==> config.mk <==
export PLATFORM = sky130hd
export DESIGN_NAME = memory_writeback
export DESIGN_NICKNAME = d
export VERILOG_FILES = /design/src/rtl/memory_writeback.sv
export SDC_FILE = /design/constraint.sdc
export NUM_CORES = 1
export LEC_CHECK = 0
export CORE_MARGIN = 5
export CORE_UTILIZATION = 45
export DETAILED_ROUTE_END_ITERATION = 10
export HOLD_SLACK_MARGIN = 0.1
export PLACE_DENSITY = 0.8
export SLEW_MARGIN = 5
export SYNTH_ARGS = -nofsm -noshare
export SYNTH_HDL_FRONTEND = slang
export SYNTH_SLANG_ARGS = --single-unit
==> constraint.sdc <==
create_clock -name clk -period 3.6 [get_ports clk]
set_input_delay 0.72 -clock clk [delete_from_list [all_inputs] [get_ports clk]]
set_output_delay 0.72 -clock clk [all_outputs]
set_load 0.02 [all_outputs]
==> src/rtl/memory_writeback.sv <==
// Writeback stage: retires execute bundles, completes loads from data memory,
// drives the register-file write port and counts retired instructions.
module memory_writeback #(
  parameter int unsigned LOAD_TIMEOUT = 16
) (
  input  logic        clk,
  input  logic        rst,
  input  logic        valid_i,
  output logic        ready_o,
  input  logic [31:0] pc_i,
  input  logic [31:0] inst_i,
  input  logic [31:0] r0data_i,
  input  logic [31:0] result_i,
  input  logic [31:0] dmem_rdata_i,
  input  logic        dmem_rvalid_i,
  output logic        rf_we_o,
  output logic [4:0]  rf_waddr_o,
  output logic [31:0] rf_wdata_o,
  output logic        retire_o,
  output logic [31:0] retire_pc_o,
  output logic [31:0] instret_o,
  output logic        err_o
);

  localparam int unsigned TMO_W = 8;

  localparam logic [6:0] OPC_LOAD   = 7'b0000011;
  localparam logic [6:0] OPC_OPIMM  = 7'b0010011;
  localparam logic [6:0] OPC_AUIPC  = 7'b0010111;
  localparam logic [6:0] OPC_OP     = 7'b0110011;
  localparam logic [6:0] OPC_LUI    = 7'b0110111;
  localparam logic [6:0] OPC_JALR   = 7'b1100111;
  localparam logic [6:0] OPC_JAL    = 7'b1101111;

  localparam logic [31:0] ERR_WORD = 32'hFFFF_FFFF;

  typedef enum logic {IDLE, LOAD_WAIT} state_e;

  state_e             state_q, state_d;
  logic               ready_q, ready_d;
  logic               rf_we_q, rf_we_d;
  logic [4:0]         rf_waddr_q, rf_waddr_d;
  logic [31:0]        rf_wdata_q, rf_wdata_d;
  logic               retire_q, retire_d;
  logic [31:0]        retire_pc_q, retire_pc_d;
  logic [31:0]        instret_q, instret_d;
  logic               err_q, err_d;
  logic [4:0]         ld_rd_q, ld_rd_d;
  logic [2:0]         ld_f3_q, ld_f3_d;
  logic [31:0]        ld_pc_q, ld_pc_d;
  logic [1:0]         ld_off_q, ld_off_d;
  logic [TMO_W-1:0]   tmo_q, tmo_d;

  logic [6:0]  opcode;
  logic [4:0]  rd;
  logic        writes_rd;
  logic [7:0]  ld_byte;
  logic [15:0] ld_half;
  logic [31:0] ld_data;
  logic        ld_mis;
  logic        unused_ok;

  assign opcode    = inst_i[6:0];
  assign rd        = inst_i[11:7];
  assign writes_rd = (opcode == OPC_OP)  || (opcode == OPC_OPIMM) ||
                     (opcode == OPC_LUI) || (opcode == OPC_AUIPC) ||
                     (opcode == OPC_JAL) || (opcode == OPC_JALR);
  assign unused_ok = ^{inst_i[31:22], inst_i[19:15], r0data_i[31:2]};

  // Load-data extraction from the word-aligned read data
  always_comb begin
    ld_byte = 8'h00;
    ld_half = ld_off_q[1] ? dmem_rdata_i[31:16] : dmem_rdata_i[15:0];
    ld_data = ERR_WORD;
    ld_mis  = 1'b0;
    case (ld_off_q)
      2'd0:    ld_byte = dmem_rdata_i[7:0];
      2'd1:    ld_byte = dmem_rdata_i[15:8];
      2'd2:    ld_byte = dmem_rdata_i[23:16];
      default: ld_byte = dmem_rdata_i[31:24];
    endcase
    case (ld_f3_q)
      3'd0: ld_data = {{24{ld_byte[7]}}, ld_byte};
      3'd4: ld_data = {24'h0, ld_byte};
      3'd1: begin
        ld_mis  = ld_off_q[0];
        ld_data = ld_off_q[0] ? ERR_WORD : {{16{ld_half[15]}}, ld_half};
      end
      3'd5: begin
        ld_mis  = ld_off_q[0];
        ld_data = ld_off_q[0] ? ERR_WORD : {16'h0, ld_half};
      end
      3'd2: begin
        ld_mis  = (ld_off_q != 2'd0);
        ld_data = ld_mis ? ERR_WORD : dmem_rdata_i;
      end
      default: ld_data = ERR_WORD;
    endcase
  end

  // Next-state and output logic
  always_comb begin
    state_d     = state_q;
    rf_we_d     = 1'b0;
    rf_waddr_d  = rf_waddr_q;
    rf_wdata_d  = rf_wdata_q;
    retire_d    = 1'b0;
    retire_pc_d = retire_pc_q;
    err_d       = err_q;
    ld_rd_d     = ld_rd_q;
    ld_f3_d     = ld_f3_q;
    ld_pc_d     = ld_pc_q;
    ld_off_d    = ld_off_q;
    tmo_d       = tmo_q;

    case (state_q)
      IDLE: begin
        if (valid_i && ready_q) begin
          if (opcode == OPC_LOAD) begin
            ld_rd_d  = rd;
            ld_f3_d  = inst_i[14:12];
            ld_pc_d  = pc_i;
            ld_off_d = 2'(r0data_i[1:0] + inst_i[21:20]);
            tmo_d    = '0;
            state_d  = LOAD_WAIT;
          end else begin
            retire_d    = 1'b1;
            retire_pc_d = pc_i;
            if (writes_rd) begin
              rf_we_d    = (rd != 5'd0);
              rf_waddr_d = rd;
              rf_wdata_d = result_i;
            end
          end
        end
      end
      LOAD_WAIT: begin
        if (dmem_rvalid_i) begin
          rf_we_d     = (ld_rd_q != 5'd0);
          rf_waddr_d  = ld_rd_q;
          rf_wdata_d  = ld_data;
          err_d       = err_q | ld_mis;
          retire_d    = 1'b1;
          retire_pc_d = ld_pc_q;
          state_d     = IDLE;
        end else if (tmo_q == TMO_W'(LOAD_TIMEOUT - 1)) begin
          rf_we_d     = (ld_rd_q != 5'd0);
          rf_waddr_d  = ld_rd_q;
          rf_wdata_d  = ERR_WORD;
          err_d       = 1'b1;
          retire_d    = 1'b1;
          retire_pc_d = ld_pc_q;
          state_d     = IDLE;
        end else begin
          tmo_d = tmo_q + TMO_W'(1);
        end
      end
      default: state_d = IDLE;
    endcase

    ready_d   = (state_d == IDLE);
    instret_d = instret_q + 32'(retire_d);
  end

  always_ff @(posedge clk or negedge rst) begin
    if (!rst) begin
      state_q     <= IDLE;
      ready_q     <= 1'b0;
      rf_we_q     <= 1'b0;
      rf_waddr_q  <= '0;
      rf_wdata_q  <= '0;
      retire_q    <= 1'b0;
      retire_pc_q <= '0;
      instret_q   <= '0;
      err_q       <= 1'b0;
      ld_rd_q     <= '0;
      ld_f3_q     <= '0;
      ld_pc_q     <= '0;
      ld_off_q    <= '0;
      tmo_q       <= '0;
    end else begin
      state_q     <= state_d;
      ready_q     <= ready_d;
      rf_we_q     <= rf_we_d;
      rf_waddr_q  <= rf_waddr_d;
      rf_wdata_q  <= rf_wdata_d;
      retire_q    <= retire_d;
      retire_pc_q <= retire_pc_d;
      instret_q   <= instret_d;
      err_q       <= err_d;
      ld_rd_q     <= ld_rd_d;
      ld_f3_q     <= ld_f3_d;
      ld_pc_q     <= ld_pc_d;
      ld_off_q    <= ld_off_d;
      tmo_q       <= tmo_d;
    end
  end

  assign ready_o     = ready_q;
  assign rf_we_o     = rf_we_q;
  assign rf_waddr_o  = rf_waddr_q;
  assign rf_wdata_o  = rf_wdata_q;
  assign retire_o    = retire_q;
  assign retire_pc_o = retire_pc_q;
  assign instret_o   = instret_q;
  assign err_o       = err_q;

endmodule

# After elaboration in Yosys (flattened, before gate mapping)
# Cells that the tools add are included.
op_classes:
  n_eq_ne: 21
  reduce_logical: 18
  n_addsub: 3
  n_bitwise: 3
  mux: 47
op_table:
  columns: ["cell", "n"]
  rows:
  - ["32-bit two-way mux", 12]
  - ["32-bit one-hot mux with 5 select lines", 1]
  - ["32-bit one-hot mux with 2 select lines", 2]
  - ["32-bit by 1-bit adder with 32-bit output", 1]
  - ["8-bit two-way mux", 4]
  - ["5-bit two-way mux", 5]
  - ["8-bit one-hot mux with 3 select lines", 1]
  - ["16-bit two-way mux", 1]
  - ["8-bit one-hot mux with 2 select lines", 1]
  - ["1-bit two-way mux", 15]
  - ["7-bit by 5-bit equality test with 1-bit output, second input constant", 2]
  - ["7-bit by 6-bit equality test with 1-bit output, second input constant", 2]
  - ["7-bit equality test, second input constant", 2]
  - ["2-bit inequality test, second input constant", 6]
  - ["5-bit one-hot mux with 2 select lines", 1]
  - ["5-bit nonzero test", 2]
  - ["8-bit by 1-bit adder with 8-bit output, second input constant", 1]
  - ["8-bit by 4-bit equality test with 1-bit output, second input constant", 1]
  - ["1-bit one-hot mux with 2 select lines", 4]
  - ["4-bit AND reduction", 2]
  - ["7-bit by 2-bit equality test with 1-bit output, second input constant", 1]
  - ["3-bit equality test, second input constant", 2]
  - ["3-bit AND reduction", 2]
  - ["1-bit logical OR", 5]
  - ["other kinds (14)", 16]
totals:
  elab_cells: 106
  register_bits: 156

# Depth between registers and ports, before layout
depth:
  depth_word: 10
  mapped_depth: 14
  depth_no_buf: 12

# Worst setup path before layout
# Ideal clock, no wire load.
synth_path:
  path_kind: "input to register"
  startpoint: "input inst_i[2]"
  endpoint: "register instret_q[10] (netlist: instret_o[10])"
  arrival_time_ns: 3.081
  n_path_buf: 2
  setup_slack_ns: 0.388
  setup_time_ns: 0.131
  path_stages: 13
  t_required_ns: 3.469
  cell_sequence: "nor3_1 a31oi_1 o21ai_0 clkbuf_1 clkbuf_1 inv_1 ha_1 ha_1 and2_1 and2_1 and3_1 and3_1 xor2_1"
synth_via:
  elab_chain_len: 5
synth_rtl:
  columns: ["element", "line_no", "text"]
  rows:
  - ["start: declaration", "11", "input logic [31:0] inst_i,"]
  - ["7-bit by 2-bit equality test with 1-bit output", "119", "if (opcode == OPC_LOAD) begin"]
  - ["1-bit two-way mux", "119", null]
  - ["1-bit two-way mux", "118", "if (valid_i && ready_q) begin"]
  - ["1-bit one-hot mux with 2 select lines", "116", "case (state_q)"]
  - ["named net retire_d", "44", "logic retire_q, retire_d;"]
  - ["32-bit by 1-bit adder with 32-bit output", "162", "instret_d = instret_q + 32'(retire_d);"]
  - ["named net instret_d[10]", "46", "logic [31:0] instret_q, instret_d;"]
  - ["end signal: assignment", "189", "instret_q <= instret_d;"]
  - ["end: declaration", "46", null]
# The timed path passes the listed nets, and every way through them passes these cells.
# A chain may end at the register's enable or synchronous reset.

# Worst setup path after layout
# Ends and elaborated chain as after synthesis.

==> flow_metrics.env <==
export IMPL_rsz0062_at_grt="no"
export IMPL_synth_top_cell_area_share_pct=51.7
export IMPL_p_int_mw=3.79
export IMPL_ir_worst_vdd_mv=0.325
export IMPL_swShare_pct=28.4
export IMPL_p_sw_mw=1.51
export IMPL_filler_cell_count=1363
export IMPL_synth_area_top_cells="dfrtp_1, nand2_1, o21ai_0"
export IMPL_synth_cells=808
export IMPL_synth_edff_count=0
export IMPL_syn_num_nets=976
export IMPL_grt_max_degree=77
export IMPL_critPathBufInv=2
export IMPL_fin_skew_ns=0.0104
export IMPL_ys_flop_type="dfrtp_1"
export IMPL_coreArea_mm2=0.0165
export IMPL_hold_buffers=0
export IMPL_startpoint="inst_i[2]"
export IMPL_cpMaxStageDelayCell="clkdlybuf4s50_1"
export IMPL_synth_area_leader_cell="dfrtp_1"
export IMPL_ios=269
export IMPL_finalWeightedCongestion=0.859
export IMPL_clockBufferDepth=2
export IMPL_start_kind="input pin"
export IMPL_path_cells="clkdlybuf4s50_1 > nor3_1 > a31oi_1 > o21ai_4 > inv_1 > ha_1 > ha_1 > and2_1 > and2_1 > and3_1 > and3_1 > xor2_1"
export IMPL_synth_seq_cells=156
export IMPL_std_cell_rows=47
export IMPL_h_tree_depth=4
export IMPL_dr_pass1_iters=5
export IMPL_yosysUniqueCellTypes=41
export IMPL_path_class="input pin to register"
export IMPL_total_power_mw=5.30
export IMPL_vias=6650
export IMPL_dieArea_mm2=0.0195
export IMPL_end_kind="register"
export IMPL_cts_root_buf="clkbuf_16"
export IMPL_slew_violations=0
export IMPL_status="finished clean"
export IMPL_grt_overflow_total=0
export IMPL_vias_per_cell=5.35
export IMPL_arrival_ns=3.19
export IMPL_clock_fmax_ghz=0.345
export IMPL_p_leak_nw=4.67
export IMPL_dp_hpwl_mm=15.0
export IMPL_async_flop_share_pct=100
export IMPL_power_frac_comb_pct=23.4
export IMPL_syn_to_final_growth_pct=41.1
export IMPL_seqPwrFrac_pct=40.1
export IMPL_synth_area_mm2=0.00755
export IMPL_clkPwrFrac_pct=36.6
export IMPL_cp_max_fo=4
export IMPL_post_place_ws_ns=0.283
export IMPL_numClockSinks=156
export IMPL_numCtsBuffers=17
export IMPL_nets=1179
export IMPL_yosysWarnings=0
export IMPL_ant_nets=0
export IMPL_final_period_minus_worst_setup_slack_ns=2.90
export IMPL_regToRegStartpoint="tmo_q[4]$_DFFE_PN0P_"
export IMPL_cts_setup_buffers=0
export IMPL_yosysSeqAreaShare_pct=51.7
export IMPL_finalHoldViolCount=0
export IMPL_utilization_pct=64.5
export IMPL_die_x_um=140
export IMPL_holdCritPathClass="input pin to async pin"
export IMPL_power_density_mw_per_mm2=498
export IMPL_clkLatencyLatePin_ns=0.41
export IMPL_seq_area_mm2=0.00391
export IMPL_start_util_pct=45.7
export IMPL_drc=0
export IMPL_multiInputGateArea_mm2=0.00339
export IMPL_port_buffers=223
export IMPL_crit_family="simple AND/OR/NAND/NOR gates"
export IMPL_slew_headroom_pct=49.5
export IMPL_antenna_found_initial=1
export IMPL_grt_pass1_vias=6606
export IMPL_max_stage_delay_ns=0.42
export IMPL_cts_resized=0
export IMPL_drive_above_1_share_pct=6.15
export IMPL_drt_initial_drc_count=482
export IMPL_avgSynthCellArea_um2=9.34
export IMPL_setup_violations_final=0
export IMPL_grtUsageTotal_pct=22.1
export IMPL_drt_wl_total_mm=21.3
export IMPL_final_period_utilization_pct=80.6
export IMPL_grt_pass1_wl_mm=34.9
export IMPL_tightest_slew_ns=0.756
export IMPL_wl_per_cell_um=17.1
export IMPL_cap_violations=0
export IMPL_die_h_um=140
export IMPL_antennaDiodeCount=0
export IMPL_crit_required_ns=3.89
export IMPL_fin_setup_tns_ns=0
export IMPL_cts_tree="built"
export IMPL_fin_ws_ns=0.699
export IMPL_clk_pin_slew_ns=0.07
-- state kept, by name, indices dropped and copies added, names as in the netlist, 2 cells and up --
signal / flops
instret_o: 32
ld_pc_q: 32
retire_pc_o: 32
rf_wdata_o: 32
tmo_q: 8
ld_rd_q: 5
rf_waddr_o: 5
ld_f3_q: 3
ld_off_q: 2
-- per-stage QoR --
step / hold WS [ns] / std cells / instance area, um^2
floorplan: 0.424 / 808 / 7550
finish: 0.318 / 1244 / 10700
CTS: 0.354 / 1244 / 10700
global route: 0.367 / 1244 / 10700
detailed placement: 0.460 / 1212 / 10000
global placement: 0.448 / 1212 / 10000
-- cells in the mapped netlist (all sizes together) (3+ instances only) --
cell and n:
a22o 17, a31oi 16, and2 5, and3 10
and4 7, buf 7, clkbuf 45, dfrtp 156
ha 4, inv 18, mux2i 38, mux4 8
nand2 196, nand3 16, nand4 13, nor2 70
nor2b 3, nor3 4, o211ai 3, o21ai 99
o2bb2ai 16, xnor2 27, xor2 11
-- final timing paths --
path / end / slack [ns] / cells past startpoint
worst max-delay path: instret_o[10]$_DFF_PN0_ / 0.70 / 12
worst min-delay path: ld_pc_q[19]$_DFFE_PN0P_ / 0.32 / 1
worst max register to register: instret_o[26]$_DFF_PN0_ / 0.71 / 11
worst min register to register: err_o$_DFFE_PN0P_ / 0.47 / 1
max in group asynchronous: state_q$_DFF_PN0_ / 2.45 / 2
min in group clk: err_o$_DFFE_PN0P_ / 0.47 / 1
-- layout make-up --
cell class,instances,area share (%)
Clock buffer,20,4.29
Clock inverter,12,1.73
Inverter,18,0.634
Multi-Input combinational cell,582,31.8
Sequential cell,156,36.7
Tap cell,220,2.58
Timing Repair Buffer,236,22.2
-- routing by layer --
metal	wire length, um	global-route usage (%)
met2	10000	35.0
met1	8830	28.9
met5	11	0
met3	1780	6.62
met4	651	8.14
-- worst reg2reg max path, stage by stage (launching register included) --
cell and delay (ns):
dfrtp_1 0.42, nor4_1 0.48, a21o_1 0.29, o21ai_4 0.09
inv_1 0.08, ha_1 0.22, ha_1 0.24, and2_1 0.15
and4_1 0.33, and3_1 0.25, nand3_1 0.11, xnor2_1 0.14
-- power by group through the flow --
stage,Clock (mW),Combinational [mW],Sequential [mW]
floorplan,0,0.356,2.36
global placement,0,1.22,2.14
detailed placement,0,1.24,2.15
CTS,1.98,1.25,2.13
global route,2.06,1.33,2.16
finish,1.94,1.24,2.12
-- placed cells by master (no fill, tap or decap), drive strengths merged, types with 3 or more instances in the layout --
master | Yosys | final
ha | 4 | 4
nor3 | 4 | 4
and2 | 5 | 5
buf | 7 | 14
xnor2 | 27 | 27
a31oi | 16 | 16
o2bb2ai | 16 | 16
clkinv | 0 | 3
o21ai | 99 | 99
mux2i | 38 | 38
a22o | 17 | 17
nand4 | 13 | 13
and4 | 7 | 7
nand2 | 196 | 196
nor2b | 3 | 3
xor2 | 11 | 11
bufinv | 0 | 4
clkdlybuf4s50 | 0 | 222
clkbuf | 45 | 20
mux4 | 8 | 8
nor2 | 70 | 70
inv | 18 | 21
dfrtp | 156 | 156
o211ai | 3 | 3
and3 | 10 | 10
nand3 | 16 | 16
-- logic make-up (layout without fill, tap and decap cells) --
| group | count (synthesis) | after routing | synth area share, % |
|---|---|---|---|
| simple gates | 333 | 333 | 18.8 |
| compound gates | 161 | 161 | 13.3 |
| flops | 156 | 156 | 51.7 |
| buf+inv | 70 | 286 | 3.70 |
| mux | 46 | 46 | 7.43 |
| xor+xnor | 38 | 38 | 4.41 |
| fa+ha+maj | 4 | 4 | 0.663 |
Power figures use the tool's default switching activity.
